`src/rtl/pc_fetch_ctrl.sv`:
```
// Program-counter fetch controller: sequential fetch, LUT-targeted branches with a
// one-cycle bubble, halt handling and saturating retire/cycle counters.
module pc_fetch_ctrl #(
    parameter int unsigned W = 10,
    parameter int unsigned A = 4
) (
    input  logic          clk,
    input  logic          Reset,
    input  logic          Start,
    input  logic          Halt,
    input  logic          Jump,
    input  logic          Branch_En,
    input  logic          Cond_Flag,
    input  logic [A-1:0]  Lut_Idx,
    output logic [A-1:0]  Lut_Addr,
    input  logic [W-1:0]  Lut_Target,
    output logic [W-1:0]  PC,
    output logic          Fetch_Valid,
    output logic          Busy,
    output logic          Done,
    output logic [15:0]   Instr_Count,
    output logic [15:0]   Cycle_Count
);

    localparam int unsigned CW = 16;

    localparam logic [1:0] IDLE   = 2'd0;
    localparam logic [1:0] RUN    = 2'd1;
    localparam logic [1:0] BRANCH = 2'd2;
    localparam logic [1:0] DONE   = 2'd3;

    logic [1:0]    state_q,  state_nxt;
    logic [W-1:0]  pc_q,     pc_nxt;
    logic [CW-1:0] icnt_q,   icnt_nxt;
    logic [CW-1:0] ccnt_q,   ccnt_nxt;
    logic          fv_q,     fv_nxt;
    logic          busy_q,   busy_nxt;
    logic          done_q,   done_nxt;
    logic          branch_taken;

    function automatic logic [CW-1:0] sat_inc(input logic [CW-1:0] v);
        return (v == {CW{1'b1}}) ? v : v + CW'(1);
    endfunction

    // LUT index goes straight through so the target is available in the same cycle
    assign Lut_Addr     = Lut_Idx;
    assign branch_taken = Jump | (Branch_En & Cond_Flag);

    always_ff @(posedge clk or negedge Reset) begin
        if (!Reset) begin
            state_q <= IDLE;
            pc_q    <= '0;
            icnt_q  <= '0;
            ccnt_q  <= '0;
            fv_q    <= 1'b0;
            busy_q  <= 1'b0;
            done_q  <= 1'b0;
        end else begin
            state_q <= state_nxt;
            pc_q    <= pc_nxt;
            icnt_q  <= icnt_nxt;
            ccnt_q  <= ccnt_nxt;
            fv_q    <= fv_nxt;
            busy_q  <= busy_nxt;
            done_q  <= done_nxt;
        end
    end

    // Next-state, next-PC and counter update; status flags decode the next state
    always_comb begin
        state_nxt = state_q;
        pc_nxt    = pc_q;
        icnt_nxt  = icnt_q;
        ccnt_nxt  = ccnt_q;

        case (state_q)
            IDLE, DONE: begin
                if (Start) begin
                    state_nxt = RUN;
                    pc_nxt    = W'(0);
                    icnt_nxt  = CW'(0);
                    ccnt_nxt  = CW'(0);
                end
            end
            RUN: begin
                ccnt_nxt = sat_inc(ccnt_q);
                icnt_nxt = sat_inc(icnt_q);
                if (Halt) begin
                    state_nxt = DONE;
                end else if (branch_taken) begin
                    state_nxt = BRANCH;
                    pc_nxt    = Lut_Target;
                end else begin
                    pc_nxt    = pc_q + W'(1);
                end
            end
            BRANCH: begin
                ccnt_nxt  = sat_inc(ccnt_q);
                state_nxt = RUN;
            end
            default: begin
                state_nxt = IDLE;
            end
        endcase

        fv_nxt   = (state_nxt == RUN);
        busy_nxt = (state_nxt == RUN) || (state_nxt == BRANCH);
        done_nxt = (state_nxt == DONE);
    end

    assign PC          = pc_q;
    assign Instr_Count = icnt_q;
    assign Cycle_Count = ccnt_q;
    assign Fetch_Valid = fv_q;
    assign Busy        = busy_q;
    assign Done        = done_q;

endmodule

```
`config.mk`:
```
export PLATFORM = sky130hd
export DESIGN_NAME = pc_fetch_ctrl
export DESIGN_NICKNAME = d
export VERILOG_FILES = /design/src/rtl/pc_fetch_ctrl.sv
export SDC_FILE = /design/constraint.sdc
export NUM_CORES = 1
export LEC_CHECK = 0
export CAP_MARGIN = 20
export CORE_MARGIN = 3
export CORE_UTILIZATION = 42
export CTS_BUF_LIST = sky130_fd_sc_hd__clkbuf_8
export DETAILED_ROUTE_END_ITERATION = 10
export PLACE_DENSITY = 0.8
export SYNTH_ARGS = -nofsm -noshare
export SYNTH_HDL_FRONTEND = slang
export SYNTH_SLANG_ARGS = --single-unit
```
`constraint.sdc`:
```
create_clock -name clk -period 2 [get_ports clk]
set_input_delay 0.3 -clock clk [delete_from_list [all_inputs] [get_ports clk]]
set_output_delay 0.3 -clock clk [all_outputs]
set_load 0.02 [all_outputs]
```
# ---- Word-level counts from Yosys, hierarchy flattened
# Cells that the tools add are included.
dict set report totals {
  ff_bits 47
  out_inout_bits 49
  word_cells 45
  input_bits 21
}
dict set report classes {
  bitwise_logic 2
  n_eq_ne 12
  add_sub_neg 3
  n_mux 13
  n_reduce_logical 8
}
# operator count
set ops {}
lappend ops {{case mux 16 bit (2 select lines)} 2}
lappend ops {{two-way mux 16 bit} 3}
lappend ops {{adder 16 x 1 -> 16 bit (second input constant)} 2}
lappend ops {{equality test 16 bit (second input constant)} 2}
lappend ops {{two-way mux 10 bit} 3}
lappend ops {{case mux 10 bit (2 select lines)} 1}
lappend ops {{adder 10 x 1 -> 10 bit (second input constant)} 1}
lappend ops {{equality test 2 bit (second input constant)} 4}
lappend ops {{inequality test 2 bit (second input constant)} 4}
lappend ops {{two-way mux 2 bit} 3}
lappend ops {{case mux 2 bit (3 select lines)} 1}
lappend ops {{AND reduction 3 bit} 2}
lappend ops {{equality test 2 x 1 -> 1 bit (second input constant)} 2}
lappend ops {{OR reduction 2 bit} 2}
lappend ops {{zero test 2 bit} 1}
lappend ops {{AND reduction 2 bit} 1}
lappend ops {{nonzero test 2 bit} 1}
lappend ops {{bitwise AND 1 bit} 1}
lappend ops {{logical OR 1 bit} 1}
lappend ops {{OR 1 bit} 1}

# ---- Longest topological paths before layout
dict set report logic_depth {
  word_depth 7
  mapped_depth 9
}

# ---- Least setup slack after synthesis
# OpenSTA, ideal clock, no wires.
dict set report synth_path {
  path_type {reg-to-reg}
  startpoint {register state_q[0]}
  endpoint {register busy_q (netlist: Busy)}
  setup_ps 113
  n_path_buf 2
  t_required_ps 1887
  arrival_ps 1740
  stages_incl_launch_ff 9
  setup_slack_ps 147
  synth_period_minus_slack_ps 1853
  path_cell_list {dfrtp_1 > inv_1 > ha_1 > buf_2 > buf_1 > o31ai_1 > a22oi_1 > ha_1 > inv_1}
}
dict set report synth_between {
  elab_chain_len 5
  word_cells_on_any_way 12
  cone_classes {eq/ne: 5; mux: 4; reduce/logical: 3}
}
# item line_no
set synth_rtl {}
lappend synth_rtl {{start, declared} 32} ;# logic [1:0] state_q, state_nxt;
lappend synth_rtl {{start signal, assigned} 59} ;# state_q <= state_nxt;
lappend synth_rtl {{equality test 2 bit, or another cell as far along} 76} ;# case (state_q)
lappend synth_rtl {{OR reduction 2 bit / two-way mux 2 bit (equally long branches)} {76, 88}}
lappend synth_rtl {{case mux 2 bit (3 select lines) *} 76}
lappend synth_rtl {{equality test 2 x 1 -> 1 bit / equality test 2 bit (equally long branches)} 107} ;# busy_nxt = (state_nxt == RUN) || (state_nxt == BRANCH);
lappend synth_rtl {{logical OR 1 bit *} 107}
lappend synth_rtl {{net busy_nxt} 37} ;# logic busy_q, busy_nxt;
lappend synth_rtl {{end signal, assigned} 64} ;# busy_q <= busy_nxt;
lappend synth_rtl {{end, declared} 37}
# The timed path passes the listed nets; every way through them passes the cells marked *.
# A chain may end at the register's enable or synchronous reset.

# ---- Worst setup path in the final report
# Ends and elaborated chain as after synthesis.

==> out/qor.csv <==
stage,metric,value,unit
timing,fin_worst_skew,8.48,ps
grt,antenna_found_initial,0,
yosys,ys_warn_count,0,
timing,tightest_slew,574,ps
critical_path,crit_path_end_kind,flop,
yosys,syn_area_per_cell,9.14,µm²
yosys,yosys_most_used_dff,dfrtp_1,
critical_path,cp_max_fo,7,
die,rows,29,
drt,post_drt_wl_per_cell,15.9,µm
yosys,synth_cells,314,
placed_design,port_buffers,61,
die,start_util,44.2,%
drt,drc,0,
placed_design,hpwl,5.61,mm
clock_tree,cts_tree,built,
critical_path,crit_chain,inv_1 -> ha_4 -> buf_4 -> o31ai_1 -> a22oi_1 -> ha_1 -> inv_1,
timing,fin_crit_sh,94.1,%
critical_path,crit_slowest_cell,dfrtp_1,
timing,slew-limit-headroom,61.7,%
grt,grt_overflow,0,
power_and_ir_drop,leakage,1.57,nW
drt,via_per_inst,6.01,
final_layout,final_net_count,418,
yosys,synth.cell_area,2870,µm²
yosys,synth-seq-cells,47,
final_layout,fillers,559,
critical_path,worstPathRequired,2190,ps
final_layout,design_area,3800,µm²
placed_design,pre_cts_ws,61.2,ps
hold_path,min_path_type,input pin to async pin,
run,cap_violations,0,
die,die_area,7870,µm²
yosys,yosysSeqAreaShare,41.0,%
die,chipHeight,88.7,µm
timing,finalSetupViolations,0,
grt,grt_usage,19.9,%
drt,num_vias,2813,
timing,hold_ws,-3.00,ps
yosys,synth_edf_count,0,
grt,grt_first_pass_wirelength,12.7,mm
power_and_ir_drop,irDropWorstVdd,0.829,mV
yosys,synth_top_area_share,41.0,%
grt,grt_pass1_vias,2710,
placed_design,place.gp.congestion,0.856,
critical_path,cpLargestDelayFamily,adder cells,
clock_tree,cts.path.max_buffers,2,
drt,initialDrtViolationCount,183,
status,outcome,"finished, violations left",
clock_tree,cts_max_level,2,
critical_path,worstSetupPathType,flop to flop,
clock_tree,insertion_delay,290,ps
yosys,synth.largest_area_cell,dfrtp_1,
clock_tree,cts_root_buf,clkbuf_8,
die,core,6490,µm²
final_layout,antenna-diode-count,0,
final_layout,syn_to_final_growth,32.5,%
drt,first_pass_iters,4,
critical_path,worst_path_largest_cell_delay,390,ps
yosys,synth_most_common_cell,dfrtp_1,
status,violations,negative hold slack,
die,io_pins,70,
placed_design,dp.cells,461,
clock_tree,clk_pin_slew,90,ps
critical_path,crit_arrival,2070,ps
final_layout,postLayoutCoreUtil,58.6,%
placed_design,placed_cell_area,3690,µm²
drt,ant_nets,0,
power_and_ir_drop,p_per_area,1240,nW/µm²
drt,wirelength,7.46,mm
critical_path,worst_path_most_repeated_cell,inv_1,
timing,fmax,0.531,GHz
critical_path,critPathBufInv,3,
final_layout,drive_above_1_share,12.0,%
clock_tree,cts.sinks,47,
die,die_w,88.7,µm
timing,worst_slack,118,ps
grt,grt_max_degree,25,
yosys,synth_commonest_cells,"47 x dfrtp_1, 21 x nand3_1, 20 x nand2_1",
timing,final_hold_viol_count,7,
yosys,syn_nets,341,
timing,period_needed,1880,ps
yosys,async_reset_ff_share,100,%
clock_tree,ctsHoldBuffers,0,
final_layout,fin_cells,468,
critical_path,start_kind,flop,
clock_tree,cts_inserted_buffers,5,
power_and_ir_drop,power,4.73,mW
yosys,synth_cell_types,59,
yosys,synthTopCellsByArea,"dfrtp_1 41%, nand3_1 3.7%, o2bb2ai_1 3.7%",
timing,slew_violations,0,
routing by layer:
layer | vias to the layer above | track usage, % | wire length, µm
li1 | 1349 | - | -
met1 | 1362 | 27.2 | 3340
met2 | 96 | 32.4 | 3670
met3 | 6 | 3.72 | 379
met4 | 0 | 5.77 | 70
met5 | - | 0 | 0
cell usage in the layout (no fill, tap or decap), types with 10 or more instances in the layout:
cell	count
buf_4	24
o2bb2ai_1	12
nand3_1	21
a31oi_1	10
inv_1	16
a21oi_1	15
o21ai_0	18
nand2_1	19
dfrtp_1	47
clkdlybuf4s50_1	60
nor3_1	10
nor2_1	18
flip-flops by register name (all words and copies together), names as in the netlist:
register / cells
Fetch_Valid: 1
state_q: 2
Done: 1
Busy: 1
Instr_Count: 16
Cycle_Count: 16
PC: 10
through the flow:
step	setup TNS, ps	hold slack (ps)
2_1_floorplan	0	4.41
4_1_cts	0	5.19
6_report	0	-3.00
5_1_grt	-10.3	30.0
3_3_place_gp	0	335
3_5_place_dp	0	331
worst reg2reg max path, delay by kind of cell, from the launching register on:
| kind | cells | cell delay (ps) |
|---|---|---|
| AO/OA/AOI/OAI | 2 | 500 |
| adder cells (fa/ha/maj) | 2 | 560 |
| buffers and inverters | 3 | 340 |
| flip-flops | 1 | 390 |
power by group:
group	internal, mW	switching [mW]
logic	1.22	1.49
registers	1.18	0.268
clock network	0.272	0.305
total	2.67	2.06
kinds of logic (layout without fill, tap and decap cells):
kind of cell               Yosys count  count (layout)  synth area share [%]
and+or+nand+nor                    117             117                  22.4
adders and majority gates            6               6                  2.61
DFF                                 47              47                  41.0
muxes                                9               9                  3.22
xor gates and xnor gates             4               4                  1.22
AOI/OAI and AO/OA                   98              98                  24.5
buffers and inverters               33             110                  5.14
area by class of cell:
class / count / area (µm²) / area share (%)
repair buffers: 87 / 817 / 21.5
clock inverters: 1 / 5.00 / 0.132
multi-input cells: 234 / 1570 / 41.2
well taps: 77 / 96.3 / 2.53
inverters: 16 / 60.1 / 1.58
clock buffers: 6 / 82.6 / 2.17
flip-flops and latches: 47 / 1180 / 30.9
worst paths after layout:
check	from	end	slack, ps	cells past startpoint
min in group clk	PC[9]	PC[9]	550	1
max in group asynchronous	Reset	PC[4]	1480	2
worst max register to register	state_q[0]	Busy	120	7
worst max-delay path	state_q[0]	Busy	120	7
worst min-delay path	Reset	Instr_Count[0]	-3	1
worst min register to register	PC[9]	PC[9]	550	1
repair_timing:
action | 4_1_cts | 5_1_grt
buffers inserted | 0 | 0
gates resized for setup | 0 | 5
setup endpoints to repair | 0 | 22
Power figures use the tool's default switching activity.
==> variant, RTL diff (same flow settings) <==
The output `Busy` loses its register stage (`busy_q` becomes a continuous assignment).
--- a/src/rtl/pc_fetch_ctrl.sv
+++ b/src/rtl/pc_fetch_ctrl.sv
@@ -53,7 +53,6 @@
             icnt_q  <= '0;
             ccnt_q  <= '0;
             fv_q    <= 1'b0;
-            busy_q  <= 1'b0;
             done_q  <= 1'b0;
         end else begin
             state_q <= state_nxt;
@@ -61,10 +60,11 @@
             icnt_q  <= icnt_nxt;
             ccnt_q  <= ccnt_nxt;
             fv_q    <= fv_nxt;
-            busy_q  <= busy_nxt;
             done_q  <= done_nxt;
         end
     end
+
+    assign busy_q = busy_nxt;
 
     // Next-state, next-PC and counter update; status flags decode the next state
     always_comb begin
Check against the original RTL: not equivalent (a bounded check fails within 4 cycles, from zero or initial values and one cycle with Reset low).
==> variant against the original RTL <==
  * The run ends with setup timing left
  * Largest power group unchanged
  * Via count is 3.9% higher
  * Design area grew 10%
  * Worst setup slack got worse by 0.30 ns
  * Routed wire length increased by 9.7%
  * Worst hold slack improved by 0.50 ns
  * Sequential cell count down 1
  * Die area shrank 0.81%
  * Highest routed layer unchanged
  * Synthesized area is 0.87% lower
  * Total power grew 22%
  * Largest cell class unchanged
  * Sequential share of layout area is 3.5 points lower
==> variant: results (changes against the original RTL) <==
post-synthesis compound-gate area fraction=0.247 (was 0.245); fill count=498 (was 559); share of cells above drive strength 1=0.246 (was 0.120); setup violators final=16 (was 0); clock skew=0.00788 ns (was 0.00848 ns); crit-path max cell delay=0.42 ns (was 0.39 ns); setup ws final=-0.184 ns (was 0.118 ns); met2 WL post-DR=4.16 mm (was 3.67 mm); multiplexer share of the synthesized area=0.0325 (was 0.0322); Synth area leaders=dfrtp_1, nand3_1, o2bb2ai_1, o21ai_0, a21oi_1 (unchanged); DRT met1 WL=3.53 mm (was 3.34 mm); initial drt markers=199 (was 183); IO Port Bufs=61 (unchanged); via count=2924 (was 2813); met3 WL=351 microns (was 379 microns); vias in the first global route=2728 (was 2710); Worst EP arrival=1.88 ns (was 2.07 ns); hpwl dp=5.49 mm (was 5.61 mm); sequential area share after synthesis=0.404 (was 0.410); Post-synth ARST share=1.00 (unchanged); Final Wtd Congestion=0.862 (was 0.856); worst-path maximum fanout=6 (was 7); pin count of the biggest net entering global routing=25 (unchanged); GRT Total Usage=0.211 (was 0.199); first-pass GRT wire length=13.1 mm (was 12.7 mm); Top Metal Used=met4 (unchanged); worst-skew pair later-pin latency=0.31 ns (was 0.29 ns); failing checks=setup timing (was hold timing); status=finished with violations (unchanged); Nets=432 (was 418); Synth Area in Adders=0.0264 (was 0.0261); XOR/XNOR Fraction of Synth Area=0.0123 (was 0.0122); Mapped Nets=340 (was 341); post-route setup TNS=-1.60 ns (was 0 ns); diodes inserted=0 (unchanged); slew at the pin with the worst max-slew slack=0.559 ns (was 0.574 ns); commonest cells in the netlist=dfrtp_1, nand3_1, nand2_1 (unchanged); Leakage=1.72 nW (was 1.57 nW)
-- variant: cell count changes after synthesis, sizes merged --
cell	before	now
dfrtp	47	46
-- variant: metal layers --
| layer | up-vias | track usage |
|---|---|---|
| li1 | 1379 | - |
| met1 | 1443 | 0.272 |
| met2 | 93 | 0.353 |
| met3 | 9 | 0.0382 |
| met4 | 0 | 0.0810 |
| met5 | - | 0 |
-- variant: path summary, 6_finish.rpt --
path                            slack (ns)  cells past startpoint                  from                           to
worst max-delay path                 -0.18                      8  state_q[1]$_DFF_PN0_                         Busy
worst min-delay path                  0.50                      2                 Reset  Cycle_Count[13]$_DFFE_PN0P_
worst max register to register       -0.17                      9  state_q[0]$_DFF_PN0_   Cycle_Count[8]$_DFFE_PN0P_
worst min register to register        0.53                      1     PC[9]$_DFFE_PN0P_            PC[9]$_DFFE_PN0P_
max in group asynchronous             0.98                      3                 Reset   Instr_Count[5]$_DFFE_PN0P_
min in group clk                      0.53                      1     PC[9]$_DFFE_PN0P_            PC[9]$_DFFE_PN0P_
-- variant: kinds of logic (layout without fill, tap and decap cells) --
kind of cell	after synthesis	after routing
flip-flops	46	46
XOR/XNOR	4	4
adder cells (fa/ha/maj)	6	6
buffers and inverters	33	126
multiplexers	9	9
AND/OR/NAND/NOR	117	117
AO/OA/AOI/OAI	98	98
-- variant: area by class of cell --
type	count	area share
inverter	16	0.0152
clock buffer	8	0.0262
multi-input combinational	234	0.433
sequential	46	0.274
timing repair buffer	102	0.229
tap	77	0.0229
-- variant: repair_timing --
| item | 4_1_cts | 5_1_grt |
|---|---|---|
| endpoints found under the setup margin | 23 | 35 |
| setup buffers | 4 | 3 |
| gates resized for setup | 35 | 40 |
| hold buffers | 1 | 0 |
| pin swaps | 12 | 13 |
| endpoints found under the hold margin | 22 | 0 |
| cloned | 0 | 2 |
-- variant: worst max-delay path, delay by kind of cell, from the launching register on --
kind	cells	cell delay, ns
AOI/OAI and AO/OA	1	0.06
adders and majority gates	2	0.61
buffers and inverters	3	0.19
DFF	1	0.42
and+or+nand+nor	2	0.28
-- variant: power by group --
group	internal, mW	leakage, nW	switching, mW
logic	1.80	1.04	1.89
clock network	0.349	0.0575	0.330
registers	1.15	0.622	0.271
total	3.30	1.72	2.49
-- variant: through the flow --
stage | instance area (sq um) | instances | setup slack [ns] | utilization
CTS | 3990 | 478 | -0.169 | 0.618
floorplan | 2860 | 313 | 0.00900 | -
global placement | 3720 | 465 | -0.509 | 0.576
detailed placement | 3720 | 465 | -0.522 | 0.576
finish | 4200 | 483 | -0.184 | 0.650
global route | 4200 | 483 | -0.257 | 0.650
